==> src/rtl/li_expander_pkg.sv <==
// rtl/li_expander_pkg.sv - shared opcode constants and FSM state encoding for li_expander
// Also consumed by the immediate and control decoders.
package li_expander_pkg;

  localparam int XLEN = 32;

  localparam logic [6:0] OP_LUI      = 7'b0110111;
  localparam logic [6:0] OP_IMM      = 7'b0010011;
  localparam logic [2:0] FUNCT3_ADDI = 3'b000;

  typedef enum logic [1:0] {
    ST_IDLE      = 2'd0,
    ST_EMIT_LUI  = 2'd1,
    ST_EMIT_ADDI = 2'd2
  } state_e;

endpackage

==> src/rtl/li_expander_split.sv <==
// rtl/li_expander_split.sv - combinational LUI/ADDI split and encoding for li_expander
// Single-beat selection exists only when LI_COMPRESS_EN is defined.
module li_split
  import li_expander_pkg::*;
(
  input  logic [4:0]      rd_i,
  input  logic [XLEN-1:0] value_i,
  output logic [31:0]     first_word_o,
  output logic            first_last_o,
  output logic [31:0]     addi_word_o
);

  logic [19:0] hi20;
  logic [11:0] lo12;
  logic [31:0] lui_word;

  // Adding bit 11 into the upper part is (value + 0x800) >> 12, modulo 2^20.
  assign lo12     = value_i[11:0];
  assign hi20     = value_i[31:12] + {19'b0, value_i[11]};
  assign lui_word = {hi20, rd_i, OP_LUI};

  assign addi_word_o = {lo12, rd_i, FUNCT3_ADDI, rd_i, OP_IMM};

`ifdef LI_COMPRESS_EN
  always_comb begin
    first_word_o = lui_word;
    first_last_o = 1'b0;
    if (hi20 == 20'h0) begin
      first_word_o = {lo12, 5'd0, FUNCT3_ADDI, rd_i, OP_IMM};
      first_last_o = 1'b1;
    end else if (lo12 == 12'h0) begin
      first_last_o = 1'b1;
    end
  end
`else
  assign first_word_o = lui_word;
  assign first_last_o = 1'b0;
`endif

endmodule

==> src/rtl/li_expander.sv <==
// rtl/li_expander.sv - load-immediate expander: {rd, value} in, LUI/ADDI instruction beats out
// LI_COMPRESS_EN selects single-beat forms where the constant allows it.
module li_expander
  import li_expander_pkg::*;
(
  input  logic            i_clk,
  input  logic            i_rst,
  input  logic            i_valid,
  output logic            o_ready,
  input  logic [4:0]      i_rd,
  input  logic [XLEN-1:0] i_value,
  output logic            o_valid,
  input  logic            i_ready,
  output logic [31:0]     o_instr,
  output logic            o_last
);

  state_e      state_q, state_d;
  logic        valid_q, valid_d;
  logic [31:0] instr_q, instr_d;
  logic        last_q, last_d;
  logic [31:0] addi_q, addi_d;

  logic [31:0] first_word;
  logic        first_last;
  logic [31:0] addi_word;
  logic        accept;
  logic        out_fire;

  li_split u_split (
    .rd_i         (i_rd),
    .value_i      (i_value),
    .first_word_o (first_word),
    .first_last_o (first_last),
    .addi_word_o  (addi_word)
  );

  // The ADDI slot frees up in the same cycle it is consumed, allowing back-to-back requests.
  assign o_ready  = !i_rst && ((state_q == ST_IDLE) || (state_q == ST_EMIT_ADDI && i_ready));
  assign accept   = i_valid && o_ready;
  assign out_fire = valid_q && i_ready;

  always_comb begin
    state_d = state_q;
    valid_d = valid_q;
    instr_d = instr_q;
    last_d  = last_q;
    addi_d  = addi_q;
    case (state_q)
      ST_EMIT_LUI: begin
        if (out_fire) begin
          state_d = ST_EMIT_ADDI;
          instr_d = addi_q;
          last_d  = 1'b1;
        end
      end
      ST_EMIT_ADDI: begin
        if (out_fire) begin
          state_d = ST_IDLE;
          valid_d = 1'b0;
          last_d  = 1'b0;
        end
      end
      default: ;
    endcase
    if (accept) begin
      state_d = first_last ? ST_EMIT_ADDI : ST_EMIT_LUI;
      valid_d = 1'b1;
      instr_d = first_word;
      last_d  = first_last;
      addi_d  = addi_word;
    end
  end

  always_ff @(posedge i_clk) begin
    if (i_rst) begin
      state_q <= ST_IDLE;
      valid_q <= 1'b0;
      instr_q <= 32'h0;
      last_q  <= 1'b0;
      addi_q  <= 32'h0;
    end else begin
      state_q <= state_d;
      valid_q <= valid_d;
      instr_q <= instr_d;
      last_q  <= last_d;
      addi_q  <= addi_d;
    end
  end

  assign o_valid = valid_q;
  assign o_instr = instr_q;
  assign o_last  = last_q;

endmodule

==> config.mk <==
export PLATFORM = sky130hd
export DESIGN_NAME = li_expander
export DESIGN_NICKNAME = d
export VERILOG_FILES = /design/src/rtl/li_expander_pkg.sv /design/src/rtl/li_expander_split.sv /design/src/rtl/li_expander.sv
export SDC_FILE = /design/constraint.sdc
export NUM_CORES = 1
export LEC_CHECK = 0
export CAP_MARGIN = 15
export CORE_UTILIZATION = 48
export CTS_BUF_LIST = sky130_fd_sc_hd__clkbuf_4 sky130_fd_sc_hd__clkbuf_8
export CTS_CLUSTER_SIZE = 16
export DETAILED_ROUTE_END_ITERATION = 7
export PLACE_DENSITY = 0.83
export SYNTH_ARGS = -nofsm -noshare
export SYNTH_HDL_FRONTEND = slang
export SYNTH_SLANG_ARGS = --single-unit
export TNS_END_PERCENT = 30
==> constraint.sdc <==
create_clock -name i_clk -period 1.55 [get_ports i_clk]
set_input_delay 0.2325 -clock i_clk [delete_from_list [all_inputs] [get_ports i_clk]]
set_output_delay 0.2325 -clock i_clk [all_outputs]
set_load 0.01 [all_outputs]
# Word-level counts from Yosys, hierarchy flattened

Cells that the tools add are included.

Register bits after elaboration: 59
Logic and storage cells: 42

$add $sub $neg: 1
Equal/unequal tests: 6
Muxes and demuxes: 12
Reduce and logical (&&, ||, !) cells: 17

Operators by type and width:

| operator             | number |
|---|---|
| $mux W32             | 3 |
| $add A20 B1 Y20      | 1 |
| $reduce_bool A2 Y1   | 4 |
| $ne A3 B3 Y1 const B | 2 |
| $reduce_and A3 Y1    | 2 |
| $mux W1              | 5 |
| $logic_and A1 B1 Y1  | 4 |
| $mux W2              | 2 |
| $ne A2 B2 Y1 const B | 2 |
| $pmux W2 S2          | 1 |
| $reduce_and A2 Y1    | 2 |
| $reduce_bool A3 Y1   | 1 |
| $eq A2 B1 Y1 const B | 1 |
| $eq A2 B2 Y1 const B | 1 |
| $logic_not A2 Y1     | 1 |
| $pmux W1 S2          | 1 |
| $reduce_or A2 Y1     | 1 |
| $logic_not A1 Y1     | 1 |
| $logic_or A1 B1 Y1   | 1 |

# Logic depth before layout (Yosys ltp)

Gate-level depths: netlist (run 1).

Word-level depth: 7
Depth in mapped cells: 6
Mapped depth without buffers: 6

# Hierarchy

A second synthesis (run 1) with hierarchy kept.

Cell total of the unflattened synthesis: 421
Area, all modules: 3,822.4 um^2

Modules (own cells, without submodules):

| module      | times used | cells each | area an instance (um^2) |
|---|---|---|---|
| li_expander | 1          | 323        | 3,100.5 |
| li_split    | 1          | 98         | 721.9 |

# Worst setup path after synthesis (run 1)

OpenSTA, ideal clock, no wires.

Kind: input to register
Start: in i_value[11]
End: reg instr_q[30], in the netlist o_instr[30]
Setup time: 0.120 ns
Arrival time: 1.344 ns
Data required time: 1.430 ns
Setup slack: 0.086 ns
Cell stages on the path: 6
Buffers on the path: 0
Cell sequence: ha_1 ha_1 nand4_1 nor3_2 a21oi_1 o31a_1

Longest elaborated chain between the ends: 2

RTL lines:

| what                 | RTL line                | source |
|---|---|---|
| start, declared      | li_expander.sv:11       | `input logic [XLEN-1:0] i_value,` |
| $add A20 B1 Y20      | li_expander_split.sv:19 | `assign hi20 = value_i[31:12] + {19'b0, value_i[11]};` |
| $mux W32             | li_expander.sv:66       | `if (accept) begin` |
| end signal, assigned | li_expander.sv:85       | `instr_q <= instr_d;` |
| end, declared        | li_expander.sv:20       | `logic [31:0] instr_q, instr_d;` |

Every way passes these cells.
A chain may end at the register's enable or synchronous reset.

# Final worst setup path (run 1)

Start: reg last_q, in the netlist o_last
End: out o_last

RTL lines:

| what                   | RTL line          | source |
|---|---|---|
| start, declared        | li_expander.sv:21 | `logic last_q, last_d;` |
| start signal, assigned | li_expander.sv:86 | `last_q <= last_d;` |
| end, declared          | li_expander.sv:15 | `output logic o_last` |

No word-level cell between the ends.

==> results.json, run 1 <==
{
  "outcome": "complete, no violations",
  "cts_root_buf": "clkbuf_8",
  "pin_count": 76,
  "worstPathCellList": "clkdlybuf4s50_1",
  "hold_ws_ns": 0.321,
  "start_util_pct": 49.7,
  "port_buffers": 73,
  "grt.overflow.total": 0,
  "top_layer": "met4",
  "hold_depth": 3,
  "worstSetupStartpointType": "flip-flop",
  "r2r-end": "o_instr[23]$_SDFFE_PP0P_",
  "setup_viol": 0,
  "wl_mm": 6.66,
  "drv_slew": 0,
  "r2r_cells": 6,
  "cp-end-kind": "primary output",
  "r2r_slack_ns": 0.12,
  "routedWlPerCell_um": 14.4,
  "ys.flop_type": "dfxtp_1",
  "vias": 2559,
  "place_area_mm2": 0.00338,
  "cpPeakStageDelay_ns": 0.56,
  "n_antenna_cell": 0,
  "peakVddDrop_mv": 0.671,
  "hold_buffers": 0,
  "async_flop_share_pct": 0,
  "grt_start_max_net_pins": 49,
  "final_cells": 463,
  "core_area_mm2": 0.00472,
  "maxCapViolCount": 0,
  "reg2reg_from": "state_q[0]$_SDFFE_PP0P_",
  "period_minus_slack_ns": 1.51,
  "cpMaxStageDelayCell": "clkdlybuf4s50_1",
  "syn-mean-instance-area_um2": 7.83,
  "die_y_um": 71.9,
  "grt_usage_pct": 27.1,
  "cp_num_cells": 1,
  "crit_fanout": 7,
  "cts_sinks": 48,
  "setup_tns_ns": 0,
  "required_ns": 1.32,
  "synth_cell_types": 38,
  "dp.cells": 451,
  "yosys_register_bits": 48,
  "cts-buffers-inserted": 5,
  "route.met2.wl_mm": 3.36,
  "report.final.hold_viol_count": 0,
  "timing.final.crit_share_pct": 97.6,
  "critPathKind": "reg2out",
  "dp_hpwl_mm": 4.55,
  "synth-edff-count": 0,
  "drt_iter0_drc": 160,
  "synthCells": 300,
  "drtAntennaViolNets": 0,
  "fmax_mhz": 661,
  "cp_data_arrival_time_ns": 1.28,
  "cts_tree": "done",
  "p_leak_nw": 1.38,
  "netlist_area_mm2": 0.00235,
  "syn2layout_area_growth_pct": 51.0,
  "clock_skew_ns": 0.00635,
  "antenna_found_initial": 0,
  "dieArea_mm2": 0.00518,
  "drc": 0,
  "die_w_um": 71.9,
  "via_per_inst": 5.53,
  "clock_latency_ns": 0.31,
  "placement_rows": 25,
  "ys_seq_area_share_pct": 40.9,
  "critPathBufInv": 1,
  "finalInstanceArea_mm2": 0.00355,
  "yosysWarnings": 0,
  "final_util_pct": 75.1,
  "cts-htree-levels": 2,
  "nets": 438,
  "grt_pass1_wl_mm": 10.9,
  "hold_class": "in2reg",
  "firstDrtPassIters": 4,
  "met1Wirelength_mm": 2.77,
  "holdPathEnd": "o_valid$_SDFFE_PP0P_",
  "place.gp.congestion": 0.802,
  "filler_cell_count": 360,
  "cts.path.max_buffers": 2,
  "critical-path-top-delay-family": "buffers and inverters",
  "min_from": "i_ready",
  "drive_gt1_share_pct": 16.7,
  "clk_pin_slew_worst_paths_ns": 0.09,
  "grt_pass1_vias": 2384,
  "power.density_mw_per_mm2": 773,
  "met3_length_um": 379
}
==> power by group <==
group	switching (mW)	total (mW)	internal [mW]	leakage, nW
sequential	0.0453	1.35	1.31	0.394
combinational	0.269	0.617	0.348	0.951
clock	0.454	0.774	0.320	0.0404
total	0.769	2.74	1.97	1.38
==> final cells by class <==
cell class	instances	area (um2)	share of cell area (%)
Multi-Input combinational cell	226	1290	36.3
Timing Repair Buffer	111	1110	31.3
Sequential cell	48	963	27.2
Tap cell	67	83.8	2.36
Clock buffer	5	68.8	1.94
Clock inverter	3	23.8	0.670
Inverter	3	11.3	0.317
==> synthesized netlist by cell type (all sizes together) (2+ instances only) <==
cell | count | share of area [%]
nand2 | 85 | 14
dfxtp | 48 | 41
a21oi | 40 | 8.5
buf | 19 | 4.7
nand3 | 11 | 2.8
nor2 | 10 | 1.6
and3 | 9 | 2.4
nand4 | 9 | 2.7
a31o | 8 | 3.0
a31oi | 8 | 2.1
xnor2 | 7 | 2.6
a211o | 5 | 1.9
a21o | 5 | 1.6
clkbuf | 5 | 0.85
nor3 | 5 | 1.8
xor2 | 4 | 1.5
inv | 3 | 0.48
nor4 | 3 | 0.80
a221oi | 2 | 0.75
ha | 2 | 1.1
o21ai | 2 | 0.43
==> registers in the layout, indices dropped and copies added, names as in the netlist <==
register  count
o_last        1
state_q       1
o_instr      27
o_valid       1
addi_q       18
==> repair_timing <==
action,4_1_cts,5_1_grt
setup endpoints to repair,17,11
gates cloned,1,0
buffers inserted,1,2
resized for setup,14,3
pin swaps,4,2
==> per-stage QoR <==
| step | worst slack, ns | power [mW] |
|---|---|---|
| after global routing | -0.0194 | 2.86 |
| after CTS | 0.00139 | 2.76 |
| after detailed placement | -0.531 | 1.98 |
| final | 0.0374 | 2.74 |
| after floorplan | 0.0865 | 1.63 |
| after global placement | -0.470 | 1.97 |
==> layer usage <==
metal	global-route usage, %	vias to the layer above
li1	-	1234
met1	32.6	1210
met4	10.5	0
met2	47.7	101
met5	0	-
met3	5.56	14
==> cells by family (layout without fill, tap and decap cells) <==
group | count (synthesis) | after routing | synth area share, %
DFF | 48 | 48 | 40.9
buffers and inverters | 27 | 122 | 6.07
adders and majority gates | 2 | 2 | 1.07
AOI/OAI and AO/OA | 74 | 74 | 19.8
xor gates and xnor gates | 11 | 11 | 4.10
and+or+nand+nor | 137 | 137 | 27.9
other | 1 | 2 | 0.160
==> how the worst max path moves through the flow <==
stage / startpoint / end
3_5_place_dp: i_value[11] / o_instr[30]$_SDFFE_PP0P_
5_1_grt: i_value[15] / o_instr[22]$_SDFFE_PP0P_
2_1_floorplan: i_value[11] / o_instr[30]$_SDFFE_PP0P_
4_1_cts: i_ready / o_ready
6_report: o_last$_SDFFE_PP0P_ / o_last
3_3_place_gp: i_value[11] / o_instr[30]$_SDFFE_PP0P_
==> layout by cell type, fill, tap and decap left out, types with 5 or more instances in the layout <==
cell,synthesis,final
nor2_1,10,10
a31o_2,8,8
nand3_1,9,9
and3_1,9,9
clkdlybuf4s50_1,0,66
buf_4,7,30
nand4_1,8,8
a21o_1,5,5
a211o_1,5,5
a21oi_1,40,40
clkbuf_8,0,5
dfxtp_1,48,46
xnor2_1,7,7
buf_12,0,7
a31oi_1,8,8
nand2_1,85,85
Power figures use the tool's default switching activity.
==> run 2: changes to the inputs <==
--- a/config.mk
+++ b/config.mk
@@ -6,6 +6,7 @@
 export NUM_CORES = 1
 export LEC_CHECK = 0
 export CAP_MARGIN = 15
+export CORE_MARGIN = 4
 export CORE_UTILIZATION = 48
 export CTS_BUF_LIST = sky130_fd_sc_hd__clkbuf_4 sky130_fd_sc_hd__clkbuf_8
 export CTS_CLUSTER_SIZE = 16
==> run 2 against run 1 <==
Non-clock buffer count increased by 5. Clock-buffer cell count unchanged. Hold slack got worse by 0.12 ns. Largest cell class unchanged. Die area increased by 17%. Power increased by 6.6%. First-iteration DRC count increased by 25%.
==> results.json, run 2 (synthesized netlist as in run 1, its figures left out) <==
{
  "cp_data_arrival_time_ns": 1.26,
  "grt_pass1_vias": 2432,
  "dp_hpwl_mm": 4.81,
  "clock_power_share_pct": 32.2,
  "setup.worst_path.end": "o_instr[1]",
  "clk_pin_slew_worst_paths_ns": 0.09,
  "drt_iter0_drc": 200,
  "cts_sinks": 48,
  "final_util_pct": 76.5,
  "sequentialPowerShare_pct": 46.2,
  "peakVddDrop_mv": 0.612,
  "drc": 0,
  "power.density_mw_per_mm2": 809,
  "setup.worst_path.start": "o_instr[4]$_SDFFE_PP0P_",
  "grt_usage_pct": 22.8,
  "p_leak_nw": 1.42,
  "post-place-ws_ns": -0.469,
  "r2r-end": "o_instr[29]$_SDFFE_PP0P_",
  "report.final.hold_viol_count": 0,
  "antenna_found_initial": 0,
  "dp.cells": 455,
  "cts-htree-levels": 2,
  "filler_cell_count": 350,
  "multi_input_area_mm2": 0.00129,
  "firstDrtPassIters": 6,
  "fmax_mhz": 671,
  "pin_count": 76,
  "p_int_mw": 2.14,
  "setup_viol": 0,
  "final_cells": 468,
  "setup_ws_ns": 0.0607,
  "switchingPower_mw": 0.780,
  "reg2reg_from": "state_q[0]$_SDFFE_PP0P_",
  "timing.final.crit_share_pct": 96.1,
  "rsz0062_at_grt": "no",
  "placement_rows": 25,
  "port_buffers": 73,
  "cts-buffers-inserted": 5,
  "routedWlPerCell_um": 15.3,
  "critical-path-top-delay-family": "buffers and inverters",
  "final_common_cell": "nand2_1",
  "cp-end-kind": "primary output",
  "cts.path.max_buffers": 2,
  "start_util_pct": 49.7,
  "dieArea_mm2": 0.00608,
  "crit_fanout": 4,
  "clock_skew_ns": 0.00638,
  "p_comb_share_pct": 21.6,
  "drive_gt1_share_pct": 18.2,
  "syn2layout_area_growth_pct": 53.8,
  "nets": 443,
  "grt_start_max_net_pins": 49,
  "required_ns": 1.32,
  "cpPeakStageDelay_ns": 0.56,
  "die_w_um": 77.9,
  "cts_root_buf": "clkbuf_8",
  "n_antenna_cell": 0,
  "drtAntennaViolNets": 0,
  "worstPathCellList": "clkdlybuf4s50_1",
  "core_area_mm2": 0.00472,
  "cts_tree": "done",
  "layout_common_cells": "nand2_1, clkdlybuf4s50_1, dfxtp_1, a21oi_1, buf_4",
  "wl_mm": 7.16,
  "critPathBufInv": 1,
  "hold_class": "in2reg",
  "period_minus_slack_ns": 1.49,
  "via_per_inst": 5.44,
  "die_y_um": 77.9,
  "ff_latch_area_um2": 966,
  "outcome": "complete, no violations",
  "vias": 2544,
  "cp_num_cells": 1,
  "grt_pass1_wl_mm": 11.3,
  "r2r_slack_ns": 0.10,
  "hold_ws_ns": 0.199,
  "clock_latency_ns": 0.31,
  "place.gp.congestion": 0.846,
  "grt.overflow.total": 0,
  "p_total_mw": 2.92,
  "sw_frac_of_total_pct": 26.7,
  "min_from": "i_value[11]",
  "critPathKind": "reg2out",
  "cpMaxStageDelayCell": "clkdlybuf4s50_1",
  "worstSetupStartpointType": "flip-flop",
  "maxCapViolCount": 0,
  "r2r_cells": 7,
  "largest_reg_flops": 27,
  "drv_slew": 0
}
[run 2: cell count changes in the layout (fill, tap and decap cells not counted), sizes merged]
cell and delta:
clkinvlp -1, clkdlybuf4s50 -1, bufinv +1, inv +1, clkdlybuf4s15 +1, clkinv -1, buf +5, dlygate4sd2 -2
dlymetal6s2s +1, clkbuf +1
[run 2: area by class of cell]
cell class / count / area share [%]
multi-input combinational: 226 / 35.7
clock buffer: 5 / 1.91
tap: 67 / 2.32
clock inverter: 3 / 1.28
inverter: 3 / 0.312
sequential: 48 / 26.7
timing repair buffer: 116 / 31.7
[run 2: stage by stage]
stage / area [um2] / setup TNS (ns)
after global placement: 3380 / -7.37
after CTS: 3540 / 0
after floorplan: 2350 / 0
after detailed placement: 3380 / -8.57
after global routing: 3610 / 0
final: 3610 / 0
[run 2: how the worst min path moves through the flow]
stage,endpoint,slack [ns],cells past startpoint
finish,addi_q[31]$_SDFFE_PP0N_,0.20,3
global route,addi_q[31]$_SDFFE_PP0N_,0.23,3
CTS,addi_q[31]$_SDFFE_PP0N_,0.34,3
detailed placement,addi_q[17]$_SDFFE_PP0N_,0.45,2
global placement,addi_q[18]$_SDFFE_PP0N_,0.44,2
floorplan,addi_q[20]$_SDFFE_PP0N_,0.37,2
[run 2: per-layer routing]
| layer | GRT usage, % | vias up | routed length [um] |
|---|---|---|---|
| met1 | 28.3 | 1187 | 2960 |
| met5 | 0 | - | 0 |
| met4 | 6.99 | 0 | 127 |
| li1 | - | 1246 | - |
| met3 | 4.18 | 14 | 481 |
| met2 | 39.7 | 97 | 3590 |
[run 2: power by group through the flow]
stage	logic (mW)	clock network (mW)	registers (mW)
2_1_floorplan	0.235	0	1.39
3_3_place_gp	0.596	0	1.37
3_5_place_dp	0.608	0	1.38
4_1_cts	0.616	0.948	1.35
5_1_grt	0.682	0.996	1.36
6_report	0.630	0.942	1.35
[run 2: timing repair]
item                                    4_1_cts  5_1_grt
hold buffers                                  0        0
resized for setup                            13       13
pin swaps                                     4        2
endpoints found under the setup margin       16        7
gates cloned                                  1        0
setup buffers                                 1        3
[run 2: worst min-delay path: cells and delay by family]
| kind | cells | cell delay [ns] |
|---|---|---|
| AOI/OAI and AO/OA | 1 | 0.05 |
| buffers and inverters | 1 | 0.11 |
| and+or+nand+nor | 1 | 0.07 |
==> run 3: changes to the inputs <==
--- a/config.mk
+++ b/config.mk
@@ -8,7 +8,7 @@
 export CAP_MARGIN = 15
 export CORE_MARGIN = 4
 export CORE_UTILIZATION = 48
-export CTS_BUF_LIST = sky130_fd_sc_hd__clkbuf_4 sky130_fd_sc_hd__clkbuf_8
+export CTS_BUF_LIST = sky130_fd_sc_hd__clkbuf_8
 export CTS_CLUSTER_SIZE = 16
 export DETAILED_ROUTE_END_ITERATION = 7
 export PLACE_DENSITY = 0.83
==> results of run 3 <==
No change in the layout: final DEF, timing and power equal those of run 2.
